## config.mk

```make
export PLATFORM = sky130hd
export DESIGN_NAME = signed_div_sequencer_flat
export DESIGN_NICKNAME = d
export VERILOG_FILES = /design/src/rtl/signed_div_sequencer_pkg.sv /design/src/rtl/signed_div_sequencer_if.sv /design/src/rtl/signed_div_sequencer_sign_mag.sv /design/src/rtl/signed_div_sequencer.sv /design/src/flat_wrapper.sv
export SDC_FILE = /design/constraint.sdc
export NUM_CORES = 1
export LEC_CHECK = 0
export ABC_AREA = 0
export BUFFER_PORTS_ARGS = -buffer_cell sky130_fd_sc_hd__buf_2
export CELL_PAD_IN_SITES_DETAIL_PLACEMENT = 1
export CELL_PAD_IN_SITES_GLOBAL_PLACEMENT = 2
export CORE_ASPECT_RATIO = 1.1
export CORE_MARGIN = 3
export CORE_UTILIZATION = 32
export DETAILED_ROUTE_END_ITERATION = 8
export GPL_TIMING_DRIVEN = 0
export PLACE_DENSITY_LB_ADDON = 0.1
export SLEW_MARGIN = 20
export SYNTH_ARGS = -nofsm -noshare
export SYNTH_HDL_FRONTEND = slang
export SYNTH_SLANG_ARGS = --single-unit
```

## constraint.sdc

```tcl
create_clock -name clk -period 6.08 [get_ports clk]
set_input_delay 1.216 -clock clk [delete_from_list [all_inputs] [get_ports clk]]
set_output_delay 1.216 -clock clk [all_outputs]
set_load 0.02 [all_outputs]
```

## src/rtl/signed_div_sequencer_pkg.sv

```systemverilog
// -----------------------------------------------------------------------------
// signed_div_sequencer_pkg
// Shared definitions for the signed division front-end sequencer:
//   - default operand width and RUN-state timeout,
//   - sequencer state encoding (IDLE = 0 .. DONE = 4),
//   - divide-by-zero result constants.
// No ports (package).
// -----------------------------------------------------------------------------
package signed_div_sequencer_pkg;

    localparam int DIV_WIDTH   = 32;
    localparam int DIV_TIMEOUT = 40;

    typedef enum logic [2:0] {
        ST_IDLE = 3'd0,
        ST_LOAD = 3'd1,
        ST_RUN  = 3'd2,
        ST_FIX  = 3'd3,
        ST_DONE = 3'd4
    } seq_state_e;

    // Divide-by-zero: quotient is every bit set, remainder is the raw dividend.
    localparam logic DZ_QUOTIENT_BIT = 1'b1;
    localparam logic DZ_FLAG         = 1'b1;

endpackage

```

## src/rtl/signed_div_sequencer_if.sv

```systemverilog
// -----------------------------------------------------------------------------
// signed_div_sequencer_if
// Operand-in and result-out handshake bundle of the signed division sequencer.
//   in_valid/in_ready      operand pair handshake
//   in_signed              1 = signed division, sampled with the operands
//   in_dividend/in_divisor operands
//   out_valid/out_ready    result handshake
//   out_quotient/out_remainder  final results
//   out_dz/out_ovf/out_timeout  divide-by-zero, overflow and timeout flags
// Modports: master = operand producer / result consumer, slave = sequencer.
// -----------------------------------------------------------------------------
interface signed_div_sequencer_if
    import signed_div_sequencer_pkg::*;
#(
    parameter int WIDTH = DIV_WIDTH
);
    logic             in_valid;
    logic             in_ready;
    logic             in_signed;
    logic [WIDTH-1:0] in_dividend;
    logic [WIDTH-1:0] in_divisor;
    logic             out_valid;
    logic             out_ready;
    logic [WIDTH-1:0] out_quotient;
    logic [WIDTH-1:0] out_remainder;
    logic             out_dz;
    logic             out_ovf;
    logic             out_timeout;

    modport master (
        output in_valid, in_signed, in_dividend, in_divisor, out_ready,
        input  in_ready, out_valid, out_quotient, out_remainder,
               out_dz, out_ovf, out_timeout
    );

    modport slave (
        input  in_valid, in_signed, in_dividend, in_divisor, out_ready,
        output in_ready, out_valid, out_quotient, out_remainder,
               out_dz, out_ovf, out_timeout
    );
endinterface

```

## src/rtl/signed_div_sequencer_sign_mag.sv

```systemverilog
// -----------------------------------------------------------------------------
// signed_div_sequencer_sign_mag
// Combinational conditional two's-complement negate. Used both to turn signed
// operands into magnitudes and to sign-correct the divider's results.
//   val_i  operand
//   neg_i  1 = negate
//   res_o  neg_i ? -val_i : val_i (modulo 2^WIDTH)
// -----------------------------------------------------------------------------
module signed_div_sequencer_sign_mag
    import signed_div_sequencer_pkg::*;
#(
    parameter int WIDTH = DIV_WIDTH
) (
    input  logic [WIDTH-1:0] val_i,
    input  logic             neg_i,
    output logic [WIDTH-1:0] res_o
);
    localparam logic [WIDTH-1:0] ONE = {{(WIDTH-1){1'b0}}, 1'b1};

    // Negating the most-negative value wraps to itself, which read as
    // unsigned is exactly its magnitude 2^(WIDTH-1).
    always_comb begin
        if (neg_i) begin
            res_o = ~val_i + ONE;
        end else begin
            res_o = val_i;
        end
    end
endmodule

```

## src/rtl/signed_div_sequencer.sv

```systemverilog
// -----------------------------------------------------------------------------
// signed_div_sequencer
// Front end of an unsigned shift-subtract divider. Accepts a signed or unsigned
// operand pair, hands the divider operand magnitudes, pulses its load input,
// holds run until it reports ready (or a timeout expires), sign-corrects the
// quotient/remainder and presents the result with dz/ovf/timeout flags.
//   clk, rst        clock, synchronous active-high reset
//   bus             operand/result handshakes (slave side)
//   div_load        one-cycle load pulse to the divider
//   div_run         divider run enable
//   div_dividend    dividend magnitude to the divider
//   div_divisor     divisor magnitude to the divider
//   div_rdy         divider done (only looked at in RUN)
//   div_quotient    unsigned quotient from the divider
//   div_remainder   unsigned remainder from the divider
// -----------------------------------------------------------------------------
module signed_div_sequencer
    import signed_div_sequencer_pkg::*;
#(
    parameter int WIDTH   = DIV_WIDTH,
    parameter int TIMEOUT = DIV_TIMEOUT
) (
    input  logic                  clk,
    input  logic                  rst,
    signed_div_sequencer_if.slave bus,
    output logic                  div_load,
    output logic                  div_run,
    output logic [WIDTH-1:0]      div_dividend,
    output logic [WIDTH-1:0]      div_divisor,
    input  logic                  div_rdy,
    input  logic [WIDTH-1:0]      div_quotient,
    input  logic [WIDTH-1:0]      div_remainder
);
    localparam int               CNT_W       = $clog2(TIMEOUT + 1);
    localparam logic [CNT_W-1:0] CNT_ZERO    = {CNT_W{1'b0}};
    localparam logic [CNT_W-1:0] CNT_ONE     = {{(CNT_W-1){1'b0}}, 1'b1};
    localparam logic [CNT_W-1:0] CNT_LAST    = CNT_W'(TIMEOUT - 1);
    localparam logic [WIDTH-1:0] ZERO        = {WIDTH{1'b0}};
    localparam logic [WIDTH-1:0] ONE         = {{(WIDTH-1){1'b0}}, 1'b1};
    localparam logic [WIDTH-1:0] MIN_MAG     = {1'b1, {(WIDTH-1){1'b0}}};
    localparam logic [WIDTH-1:0] DZ_QUOTIENT = {WIDTH{DZ_QUOTIENT_BIT}};

    seq_state_e       state_q, state_d;
    logic             sign_a_q, sign_a_d;
    logic             sign_b_q, sign_b_d;
    logic [WIDTH-1:0] mag_a_q, mag_a_d;
    logic [WIDTH-1:0] mag_b_q, mag_b_d;
    logic [CNT_W-1:0] cnt_q, cnt_d;
    logic [WIDTH-1:0] quo_q, quo_d;
    logic [WIDTH-1:0] rem_q, rem_d;
    logic             dz_q, dz_d;
    logic             ovf_q, ovf_d;
    logic             tmo_q, tmo_d;
    logic             in_ready_q;
    logic             div_load_q;
    logic             div_run_q;
    logic             out_valid_q;

    logic             in_sign_a_s;
    logic             in_sign_b_s;
    logic [WIDTH-1:0] in_mag_a_s;
    logic [WIDTH-1:0] in_mag_b_s;
    logic [WIDTH-1:0] fix_quo_s;
    logic [WIDTH-1:0] fix_rem_s;

    assign in_sign_a_s = bus.in_signed & bus.in_dividend[WIDTH-1];
    assign in_sign_b_s = bus.in_signed & bus.in_divisor[WIDTH-1];

    signed_div_sequencer_sign_mag #(.WIDTH(WIDTH)) u_mag_a (
        .val_i(bus.in_dividend), .neg_i(in_sign_a_s), .res_o(in_mag_a_s)
    );
    signed_div_sequencer_sign_mag #(.WIDTH(WIDTH)) u_mag_b (
        .val_i(bus.in_divisor), .neg_i(in_sign_b_s), .res_o(in_mag_b_s)
    );
    // Quotient is negative when operand signs differ; remainder follows the dividend.
    signed_div_sequencer_sign_mag #(.WIDTH(WIDTH)) u_fix_quo (
        .val_i(div_quotient), .neg_i(sign_a_q ^ sign_b_q), .res_o(fix_quo_s)
    );
    signed_div_sequencer_sign_mag #(.WIDTH(WIDTH)) u_fix_rem (
        .val_i(div_remainder), .neg_i(sign_a_q), .res_o(fix_rem_s)
    );

    // Next-state and next-result logic of the sequencer FSM.
    always_comb begin
        state_d  = state_q;
        sign_a_d = sign_a_q;
        sign_b_d = sign_b_q;
        mag_a_d  = mag_a_q;
        mag_b_d  = mag_b_q;
        cnt_d    = cnt_q;
        quo_d    = quo_q;
        rem_d    = rem_q;
        dz_d     = dz_q;
        ovf_d    = ovf_q;
        tmo_d    = tmo_q;
        case (state_q)
            ST_IDLE: begin
                cnt_d = CNT_ZERO;
                if (bus.in_valid) begin
                    sign_a_d = in_sign_a_s;
                    sign_b_d = in_sign_b_s;
                    mag_a_d  = in_mag_a_s;
                    mag_b_d  = in_mag_b_s;
                    if (bus.in_divisor == ZERO) begin
                        // Divider is never started for a zero divisor.
                        state_d = ST_DONE;
                        quo_d   = DZ_QUOTIENT;
                        rem_d   = bus.in_dividend;
                        dz_d    = DZ_FLAG;
                        ovf_d   = 1'b0;
                        tmo_d   = 1'b0;
                    end else begin
                        state_d = ST_LOAD;
                    end
                end else begin
                    state_d = ST_IDLE;
                end
            end
            ST_LOAD: begin
                cnt_d   = CNT_ZERO;
                state_d = ST_RUN;
            end
            ST_RUN: begin
                cnt_d = cnt_q + CNT_ONE;
                // A ready seen on the last allowed cycle still wins over the timeout.
                if (div_rdy) begin
                    state_d = ST_FIX;
                end else if (cnt_q == CNT_LAST) begin
                    state_d = ST_DONE;
                    quo_d   = ZERO;
                    rem_d   = ZERO;
                    dz_d    = 1'b0;
                    ovf_d   = 1'b0;
                    tmo_d   = 1'b1;
                end else begin
                    state_d = ST_RUN;
                end
            end
            ST_FIX: begin
                state_d = ST_DONE;
                quo_d   = fix_quo_s;
                rem_d   = fix_rem_s;
                dz_d    = 1'b0;
                tmo_d   = 1'b0;
                // Only the signed most-negative / -1 pair has these magnitudes and signs.
                ovf_d   = sign_a_q & sign_b_q & (mag_a_q == MIN_MAG) & (mag_b_q == ONE);
            end
            ST_DONE: begin
                if (bus.out_ready) begin
                    state_d = ST_IDLE;
                    quo_d   = ZERO;
                    rem_d   = ZERO;
                    dz_d    = 1'b0;
                    ovf_d   = 1'b0;
                    tmo_d   = 1'b0;
                end else begin
                    state_d = ST_DONE;
                end
            end
            default: begin
                state_d = ST_IDLE;
                cnt_d   = CNT_ZERO;
            end
        endcase
    end

    // State, datapath and output registers; handshake/control outputs are
    // decoded from the next state so they line up with the state register.
    always_ff @(posedge clk) begin
        if (rst) begin
            state_q     <= ST_IDLE;
            sign_a_q    <= 1'b0;
            sign_b_q    <= 1'b0;
            mag_a_q     <= ZERO;
            mag_b_q     <= ZERO;
            cnt_q       <= CNT_ZERO;
            quo_q       <= ZERO;
            rem_q       <= ZERO;
            dz_q        <= 1'b0;
            ovf_q       <= 1'b0;
            tmo_q       <= 1'b0;
            in_ready_q  <= 1'b1;
            div_load_q  <= 1'b0;
            div_run_q   <= 1'b0;
            out_valid_q <= 1'b0;
        end else begin
            state_q     <= state_d;
            sign_a_q    <= sign_a_d;
            sign_b_q    <= sign_b_d;
            mag_a_q     <= mag_a_d;
            mag_b_q     <= mag_b_d;
            cnt_q       <= cnt_d;
            quo_q       <= quo_d;
            rem_q       <= rem_d;
            dz_q        <= dz_d;
            ovf_q       <= ovf_d;
            tmo_q       <= tmo_d;
            in_ready_q  <= (state_d == ST_IDLE);
            div_load_q  <= (state_d == ST_LOAD);
            div_run_q   <= (state_d == ST_RUN);
            out_valid_q <= (state_d == ST_DONE);
        end
    end

    assign bus.in_ready      = in_ready_q;
    assign bus.out_valid     = out_valid_q;
    assign bus.out_quotient  = quo_q;
    assign bus.out_remainder = rem_q;
    assign bus.out_dz        = dz_q;
    assign bus.out_ovf       = ovf_q;
    assign bus.out_timeout   = tmo_q;
    assign div_load          = div_load_q;
    assign div_run           = div_run_q;
    assign div_dividend      = mag_a_q;
    assign div_divisor       = mag_b_q;
endmodule
```

## src/flat_wrapper.sv

```systemverilog
// flat-port wrapper written by rule: the top's interface ports become plain ports
module signed_div_sequencer_flat import signed_div_sequencer_pkg::*;
#(
    parameter int WIDTH   = DIV_WIDTH,
    parameter int TIMEOUT = DIV_TIMEOUT
)
  (clk, rst, div_load, div_run, div_dividend, div_divisor, div_rdy, div_quotient, div_remainder, bus_in_valid, bus_in_signed, bus_in_dividend, bus_in_divisor, bus_out_ready, bus_in_ready, bus_out_valid, bus_out_quotient, bus_out_remainder, bus_out_dz, bus_out_ovf, bus_out_timeout);
  signed_div_sequencer_if #(.WIDTH(WIDTH)) bus_i ();
  input  logic clk;
  input  logic rst;
  output logic div_load;
  output logic div_run;
  output logic [WIDTH-1:0] div_dividend;
  output logic [WIDTH-1:0] div_divisor;
  input  logic div_rdy;
  input  logic [WIDTH-1:0] div_quotient;
  input  logic [WIDTH-1:0] div_remainder;
  input wire logic [$bits(bus_i.in_valid)-1:0] bus_in_valid;
  input wire logic [$bits(bus_i.in_signed)-1:0] bus_in_signed;
  input wire logic [$bits(bus_i.in_dividend)-1:0] bus_in_dividend;
  input wire logic [$bits(bus_i.in_divisor)-1:0] bus_in_divisor;
  input wire logic [$bits(bus_i.out_ready)-1:0] bus_out_ready;
  output wire logic [$bits(bus_i.in_ready)-1:0] bus_in_ready;
  output wire logic [$bits(bus_i.out_valid)-1:0] bus_out_valid;
  output wire logic [$bits(bus_i.out_quotient)-1:0] bus_out_quotient;
  output wire logic [$bits(bus_i.out_remainder)-1:0] bus_out_remainder;
  output wire logic [$bits(bus_i.out_dz)-1:0] bus_out_dz;
  output wire logic [$bits(bus_i.out_ovf)-1:0] bus_out_ovf;
  output wire logic [$bits(bus_i.out_timeout)-1:0] bus_out_timeout;
  assign bus_i.in_valid = bus_in_valid;
  assign bus_i.in_signed = bus_in_signed;
  assign bus_i.in_dividend = bus_in_dividend;
  assign bus_i.in_divisor = bus_in_divisor;
  assign bus_i.out_ready = bus_out_ready;
  assign bus_in_ready = bus_i.in_ready;
  assign bus_out_valid = bus_i.out_valid;
  assign bus_out_quotient = bus_i.out_quotient;
  assign bus_out_remainder = bus_i.out_remainder;
  assign bus_out_dz = bus_i.out_dz;
  assign bus_out_ovf = bus_i.out_ovf;
  assign bus_out_timeout = bus_i.out_timeout;
  signed_div_sequencer #(.WIDTH(WIDTH), .TIMEOUT(TIMEOUT)) u_core (.clk(clk), .rst(rst), .bus(bus_i), .div_load(div_load), .div_run(div_run), .div_dividend(div_dividend), .div_divisor(div_divisor), .div_rdy(div_rdy), .div_quotient(div_quotient), .div_remainder(div_remainder));
endmodule
```

---- Word level (Yosys, flattened, before mapping) ----
Index checks and enable logic that the tools add are counted.
word-level totals
  register bits after elaboration ......... 146
  word-level logic and storage cells ...... 84
  output and inout bits ................... 135
  input port bits ......................... 134
operators by class
  reduce and logical (&&, ||, !) cells .... 7
  mux-type cells .......................... 32
  bitwise logic cells ..................... 10
  add/subtract/negate cells ............... 5
  eq/ne operators ......................... 15
operator list
  operator                 count
  $mux W32                 11
  $pmux W32 S4             2
  $add A32 B1 Y32 const B  4
  $not A32 Y32             4
  $eq A32 B1 Y1 const B    1
  $eq A32 B32 Y1 const B   1
  $logic_not A32 Y1        1
  $mux W3                  5
  $pmux W3 S5              1
  $pmux W1 S4              3
  $pmux W6 S2              1
  $eq A3 B2 Y1 const B     3
  $mux W1                  9
  $add A6 B1 Y6 const B    1
  $eq A3 B1 Y1 const B     2
  $eq A3 B3 Y1 const B     2
  $eq A6 B6 Y1 const B     1
  $logic_not A3 Y1         2
  $ne A2 B2 Y1 const B     3
  $reduce_and A6 Y1        1
  $and A1 B1 Y1            5
  $ne A2 B1 Y1 const B     2
  $reduce_bool A4 Y1       1
  $reduce_and A2 Y1        1
  other kinds (2)          2

---- Depth between registers and ports, before layout ----
Gate-level depths: netlist of run 1.
  word-level depth ........................ 5
  gate-level depth with buffers ........... 10
  depth with buffers taken out ............ 8

---- Cells and area by module ----
Synthesis of run 1 repeated with hierarchy kept, for this count alone.
second synthesis, totals
  cell total of the unflattened synthesis .. 1107
  area, all modules ....................... 9379.0 um^2
by module, submodules not included
  module                         instances  area each (um^2)  cells each
  signed_div_sequencer           1          6271.0            711
  signed_div_sequencer_sign_mag  4          777.0             99

---- Worst setup path after synthesis of run 1 ----
Ideal clock, no wire load.
  kind .................................... input -> register
  start point ............................. input port bus_in_dividend[14]
  end point ............................... register u_core.mag_a_q[26], in the netlist u_core.div_dividend[26]
  path buffers ............................ 1
  required time ........................... 5.994 ns
  setup slack ............................. 2.930 ns
  data arrival time ....................... 3.064 ns
  setup time .............................. 0.086 ns
  cell stages on the path ................. 7
  cells stage by stage .................... or4_1 > or3_1 > clkbuf_1 > nor4_2 > nor2_1 > xnor2_1 > a211oi_1
between the ends
  cells in the longest elaborated chain, start to end .. 3
ends and longest elaborated chain
  item                    RTL line                             RTL
  start: declaration      flat_wrapper.sv:20                   input wire logic [$bits(bus_i.in_dividend)-1:0] bus_in_dividend;
  $not A32 Y32            signed_div_sequencer_sign_mag.sv:24  res_o = ~val_i + ONE;
  $add A32 B1 Y32         signed_div_sequencer_sign_mag.sv:24
  $mux W32                signed_div_sequencer_sign_mag.sv:23  if (neg_i) begin
  end signal: assignment  signed_div_sequencer.sv:190          mag_a_q <= mag_a_d;
  end: declaration        signed_div_sequencer.sv:46           logic [WIDTH-1:0] mag_a_q, mag_a_d;
No other way between the ends.
A chain may end at the register's enable or synchronous reset.

---- Final worst setup path of run 1 ----
  start point ............................. input port bus_in_divisor[0]
  end point ............................... register u_core.rem_q[7], in the netlist u_core.bus.out_remainder[7]
between the ends
  cells in the longest elaborated chain, start to end .. 3
ends and longest elaborated chain
  item                                RTL line                     RTL
  start: declaration                  flat_wrapper.sv:21           input wire logic [$bits(bus_i.in_divisor)-1:0] bus_in_divisor;
  $logic_not A32 Y1                   signed_div_sequencer.sv:104  if (bus.in_divisor == ZERO) begin
  $ne A2 B1 Y1 (no source line)       --
  $reduce_and A6 Y1 (no source line)  --
  end signal: assignment              signed_div_sequencer.sv:194  rem_q <= rem_d;
  end: declaration                    signed_div_sequencer.sv:50   logic [WIDTH-1:0] rem_q, rem_d;
No other way between the ends.

==> results of run 1 <==
## report_power, final
| group | internal, mW | total, mW | switching (mW) |
|---|---|---|---|
| registers | 1.05 | 1.13 | 0.0720 |
| clock network | 0.596 | 1.05 | 0.452 |
| logic | 0.290 | 0.817 | 0.527 |
| total | 1.94 | 2.99 | 1.05 |
## path summary, 6_finish.rpt
check / cells past startpoint / endpoint / slack (ns) / startpoint
min reg2reg: 2 / u_core.bus.out_timeout / 0.45 / u_core.bus.out_timeout
min: 2 / u_core.bus.out_timeout / 0.45 / u_core.bus.out_timeout
max: 10 / u_core.bus.out_remainder[7] / 2.67 / bus_in_divisor[0]
max reg2reg: 6 / u_core.bus.out_quotient[25] / 3.36 / u_core.state_q[1]
## registers in the layout, summed over array words and instances, names as in the netlist
| signal | count |
|---|---|
| u_core.sign_b_q | 1 |
| u_core.div_dividend | 32 |
| u_core.cnt_q | 6 |
| u_core.bus.out_quotient | 32 |
| u_core.div_run | 1 |
| u_core.bus.out_valid | 1 |
| u_core.bus.out_ovf | 1 |
| u_core.bus.out_dz | 1 |
| u_core.bus.out_remainder | 32 |
| u_core.bus.out_timeout | 1 |
| u_core.div_divisor | 32 |
| u_core.sign_a_q | 1 |
| u_core.div_load | 1 |
| u_core.state_q | 3 |
| u_core.bus.in_ready | 1 |
## tightest hold or removal path, delay by kind of cell, from the launching register on
kind             cells  cell delay (ns)
flip-flops           1             0.31
AO/OA/AOI/OAI        1             0.05
AND/OR/NAND/NOR      1             0.05
## final cells by class
class,instances,area [um2],area share
clock buffers,20,467,0.0424
flip-flops and latches,146,2920,0.266
plain buffers,77,350,0.0318
multi-input cells,829,5320,0.484
inverters,16,60.1,0.00546
well taps,352,440,0.0400
repair buffers,267,1340,0.121
clock inverters,11,105,0.00955
diodes,1,2.50,0.000227
## cells in the mapped netlist (all sizes together), types with 2 or more instances
cell and instances:
and3 4, a21oi 71, nand3 8, nand3b 3
a31oi 13, xnor2 80, or2 3, o21ai 23
o211ai 3, a32oi 2, a41oi 8, buf 17
nand2b 8, nor4b 5, o31ai 22, nor3 69
inv 16, a311oi 11, nor2b 6, or4 14
o41ai 24, nand2 62, mux2i 2, clkbuf 60
a221oi 7, or3 20, and2 5, o21a 3
nor2 161, ha 6, a41o 2, a22oi 22
xor2 29, nor4 29, o22ai 3, nand4 11
dfxtp 146, a211oi 76
## metrics by stage
stage               total power [mW]  utilization  setup slack (ns)  cell area [um2]  std cells
global placement                1.96        0.395              2.29            10400       1687
global route                    3.14        0.417              2.47            11000       1719
finish                          2.99        0.417              2.67            11000       1719
floorplan                       1.63            -              2.93             8650       1068
CTS                             3.02        0.417              2.66            11000       1718
detailed placement              1.97        0.396              2.24            10400       1687
## routing by layer
layer / vias up / GRT usage / wire length (um)
li1: 4527 / - / -
met1: 4485 / 0.321 / 16700
met2: 228 / 0.407 / 17100
met3: 30 / 0.0525 / 1960
met4: 0 / 0.0543 / 454
met5: - / 0 / 0
## kinds of logic (layout without fill, tap and decap cells)
family,Yosys count,count (layout),synth area share
XOR/XNOR,109,109,0.110
other,0,1,0
buffers and inverters,93,391,0.0474
AND/OR/NAND/NOR,415,415,0.238
adder cells (fa/ha/maj),6,6,0.00868
AO/OA/AOI/OAI,297,297,0.256
multiplexers,2,2,0.00231
flip-flops,146,146,0.338
==> metrics.md, run 1 <==
| Metric | Value |
|---|---|
| Outcome | finished clean |
| Clk_skew | 0.0165 ns |
| Vias in the first global route | between 9,000 and 10,000 |
| Crit path time final | ~3.4 ns |
| Final wirelength | 36,200 um |
| Lkg Pwr | between 4 and 5 nW |
| Syn. warnings | 0 |
| Root Buffer | clkbuf_16 |
| Synth Flop Type | dfxtp_1 |
| I/O Buffers | 267 |
| Worst path arrival time | 3.69 ns |
| Synth area leader | dfxtp_1 |
| Top post-synthesis cells by area | dfxtp_1, xnor2_1, nor2_1 |
| Via-to-Cell Ratio | roughly 5.4 |
| Top Ports | ~270 |
| Post-Syn Instances | approximately 1,100 |
| Req. time, crit path | 6.36 ns |
| Core area | roughly 0.026 mm2 |
| Largest net degree at the start of global routing | 17 |
| Startpoint types | input port |
| Initial core utilization | 0.328 |
| Worst VDD drop | approximately 0.16 mV |
| Total die area | 0.0290 mm2 |
| Synthesized Nets | 1,208 |
| Fillers | approximately 3,300 |
| Worst setup EP type | register |
| Initial DRC count | around 480 |
| Power Dens Cells | 272 mW/mm2 |
| Initial antenna violation count | 1 |
| Max_slew headroom | 0.440 |
| Resize count post-CTS | 0 |
| WL/cell | 21.0 um |
| Commonest non-fill, non-tap cell in the layout | buf_2 |
| Sequence of cells on the critical path | buf_2 -> inv_1 -> ha_1 -> or4b_1 -> nor3_1 -> and4_1 -> o21ai_2 -> buf_2 -> a221oi_1 -> nor3_1 |
| Layout area overhead | 27.3% |
| Final period util | 0.562 |
| Clock sink count | around 150 |
| Die X | 163 um |
| Count of cell types in the netlist | 67 |
| Max Fclk | 0.293 GHz |
| CP Max Fanout | 10 |
| Flops & latches, synth | 146 |
| RSZ-0062 raised after global routing | no |
| Worst Tran Pin Value | around 0.83 ns |
| CTS tree | done |
| Hold Buf Count CTS | 0 |
| Max Slew Vio Count | 0 |
| Synth Area per Inst | roughly 8.1 um2 |
| Slowest cell on the critical path | or4b_1 |
| Number of CTS-inserted buffers | 17 |
| Rows | a little over 60 |
| Post-Syn Area | slightly below 0.009 mm2 |
| Yosys top cell area share | 0.338 |
| Worst-path clk slew | roughly 0.06 ns |
| Layout net count | ~1,500 |
| Final setup fails | 0 |
| Final hold viol count | 0 |
| Worst skew pair latency | ~0.44 ns |
| Final Wtd Congestion | between 0.8 and 0.9 |
| Bufs on Longest Clock Path | 2 |
| Tightest Hold Check Type | reg2reg |
| Post-route ant nets | 0 |
| Sequential area share after synthesis | 0.338 |
| Critical path's largest stage delay | 0.58 ns |
| Max-Cap Viols | 0 |
| Buffers & Inverters on Critical Path | 3 |
| Pre-Repair DR Iteration Count | 5 |
| First-pass GRT wire length | between 50,000 and 60,000 um |
| Vias | between 9,000 and 10,000 |
| CP delay by family, top | simple AND/OR/NAND/NOR gates |
| EDFF count, synth | 0 |
| H-tree Lvls | 4 |
| GRT Residual Overflow | 0 |
| Drt drc | 0 |
| Post-synth ARST share | 0 |
| Post-CTS Setup Bufs | 0 |
| Share of layout cells above drive strength 1 | 0.258 |
| Global Route Usage Sum | 0.243 |
| CP Class | in2reg |
| Setup TNS | 0 ns |
| Die H | roughly 180 um |
| Leading cell types in the layout, fill and taps excluded | buf_2, nor2_1, dfxtp_1 |
| Hpwl dp | between 20,000 and 30,000 um |
| Worst hold margin | approximately 0.45 ns |
Power figures use the tool's default switching activity.
==> run 2, diff against run 1 <==
Settings changed: CORE_UTILIZATION 32 to 29.
Clock period 6.08 ns to 3.5 ns, I/O delays scaled along.
==> metrics.md, run 2 (same netlist as run 1, synthesis figures left out) <==
| Metric | Value |
|---|---|
| H-tree Lvls | 4 |
| Worst r2r src | u_core.state_q[1] |
| Post-Place Setup Slack | -0.0871 ns |
| Largest net degree at the start of global routing | 17 |
| Clk_skew | 0.0139 ns |
| Max Fclk | about 0.32 GHz |
| Hold Path Cell Cnt | 2 |
| Worst setup EP type | register |
| Vias in the first global route | 9,469 |
| Final Core Density | 0.381 |
| CP Class | in2reg |
| Hpwl dp | around 30,000 um |
| Worst VDD drop | around 0.19 mV |
| Tightest Hold Check Type | reg2reg |
| Final setup fails | 0 |
| First-pass GRT wire length | around 57,000 um |
| CP Max Fanout | 10 |
| Global Route Usage Sum | 0.229 |
| Lkg Pwr | between 4 and 5 nW |
| Setup TNS | 0 ns |
| Die H | 187 um |
| Share of layout cells above drive strength 1 | 0.258 |
| Req. time, crit path | approximately 3.8 ns |
| Worst Tran Pin Value | 0.930 ns |
| Worst path arrival time | roughly 3.4 ns |
| Layout area overhead | 27.7% |
| Post-CTS Setup Bufs | 0 |
| Vias | 9,277 |
| Number of CTS-inserted buffers | 17 |
| Tot Pwr | between 5 and 6 mW |
| Critical hold path startpoint | u_core.bus.out_timeout |
| Max_slew headroom | 0.380 |
| Startpoint types | input port |
| Die X | 171 um |
| Final hold viol count | 0 |
| R2R setup slack | roughly 0.8 ns |
| Core area | roughly 0.029 mm2 |
| RSZ-0062 raised after global routing | no |
| Root Buffer | clkbuf_16 |
| Final WS setup | ~0.42 ns |
| Reg2Reg Depth | 6 |
| Rows | between 60 and 70 |
| Worst-path clk slew | 0.06 ns |
| Hold Buf Count CTS | 0 |
| Initial antenna violation count | 9 |
| Post-route ant nets | 0 |
| Final wirelength | between 30,000 and 40,000 um |
| GRT Residual Overflow | 0 |
| Resize count post-CTS | 0 |
| Final Wtd Congestion | approximately 0.84 |
| Total die area | roughly 0.032 mm2 |
| I/O Buffers | between 200 and 300 |
| Max Slew Vio Count | 0 |
| Layout net count | 1,494 |
| Via-to-Cell Ratio | 5.34 |
| Top Ports | between 200 and 300 |
| CTS tree | done |
| Pre-Repair DR Iteration Count | 5 |
| Leading cell types in the layout, fill and taps excluded | buf_2, nor2_1, dfxtp_1 |
| Initial core utilization | 0.298 |
| Worst Hold Endpoint | u_core.bus.out_timeout |
| Worst skew pair latency | 0.44 ns |
| Crit path time final | a little over 3 ns |
| Max-Cap Viols | 0 |
| WL/cell | about 22 um |
| Initial DRC count | 364 |
| Bufs on Longest Clock Path | 2 |
| Outcome | finished clean |
| Drt drc | 0 |
| Final period util | 0.880 |
| Commonest non-fill, non-tap cell in the layout | buf_2 |
| Worst R2R End | u_core.bus.out_quotient[29] |
| Power Dens Cells | 479 mW/mm2 |
| Clock sink count | ~150 |
[run 2: layer usage]
layer  vias up  routed length (um)  GRT usage
li1       4541                   -          -
met1      4465               16800      0.297
met2       217               17800      0.381
met3        42                2220     0.0602
met4        12                 497     0.0512
met5         -                  75          0
[run 2: worst max path at each step]
stage / start / to / slack, ns
final: bus_in_divisor[0] / u_core.bus.out_remainder[8] / 0.42
after global routing: bus_in_divisor[0] / u_core.bus.out_remainder[8] / 0.27
after CTS: bus_in_divisor[0] / u_core.bus.out_remainder[8] / 0.37
after detailed placement: bus_in_divisor[0] / u_core.bus.out_remainder[8] / -0.09
after global placement: bus_in_divisor[0] / u_core.bus.out_remainder[8] / -0.04
after floorplan: bus_in_dividend[14] / u_core.div_dividend[26] / 0.87
[run 2: critical path: stages]
cell	delay, ns
buf_2	0.13
inv_1	0.06
ha_1	0.18
or4b_1	0.57
nor3_1	0.30
and4_1	0.38
o21ai_2	0.18
buf_2	0.25
a221oi_1	0.49
nor3_1	0.09
[run 2: cell type report]
class | count | area, um2
Timing Repair Buffer | 267 | 1340
Clock buffer | 18 | 439
Tap cell | 368 | 460
Inverter | 16 | 60.1
Multi-Input combinational cell | 829 | 5320
Clock inverter | 14 | 153
Antenna cell | 2 | 5.00
Fill cell | 3588 | 18000
Sequential cell | 146 | 2920
Buffer | 77 | 350
[run 2: power by group]
group	total (mW)	internal, mW	switching, mW
logic	1.43	0.503	0.923
clock network	1.91	1.08	0.833
registers	1.95	1.83	0.119
total	5.29	3.41	1.88
[run 2: stage by stage]
| stage | cells | hold slack, ns | cell area, um2 |
|---|---|---|---|
| 3_5_place_dp | 1703 | 0.445 | 10500 |
| 4_1_cts | 1735 | 0.453 | 11000 |
| 2_1_floorplan | 1068 | 0.461 | 8650 |
| 6_report | 1737 | 0.455 | 11000 |
| 3_3_place_gp | 1703 | 0.442 | 10400 |
| 5_1_grt | 1737 | 0.491 | 11000 |
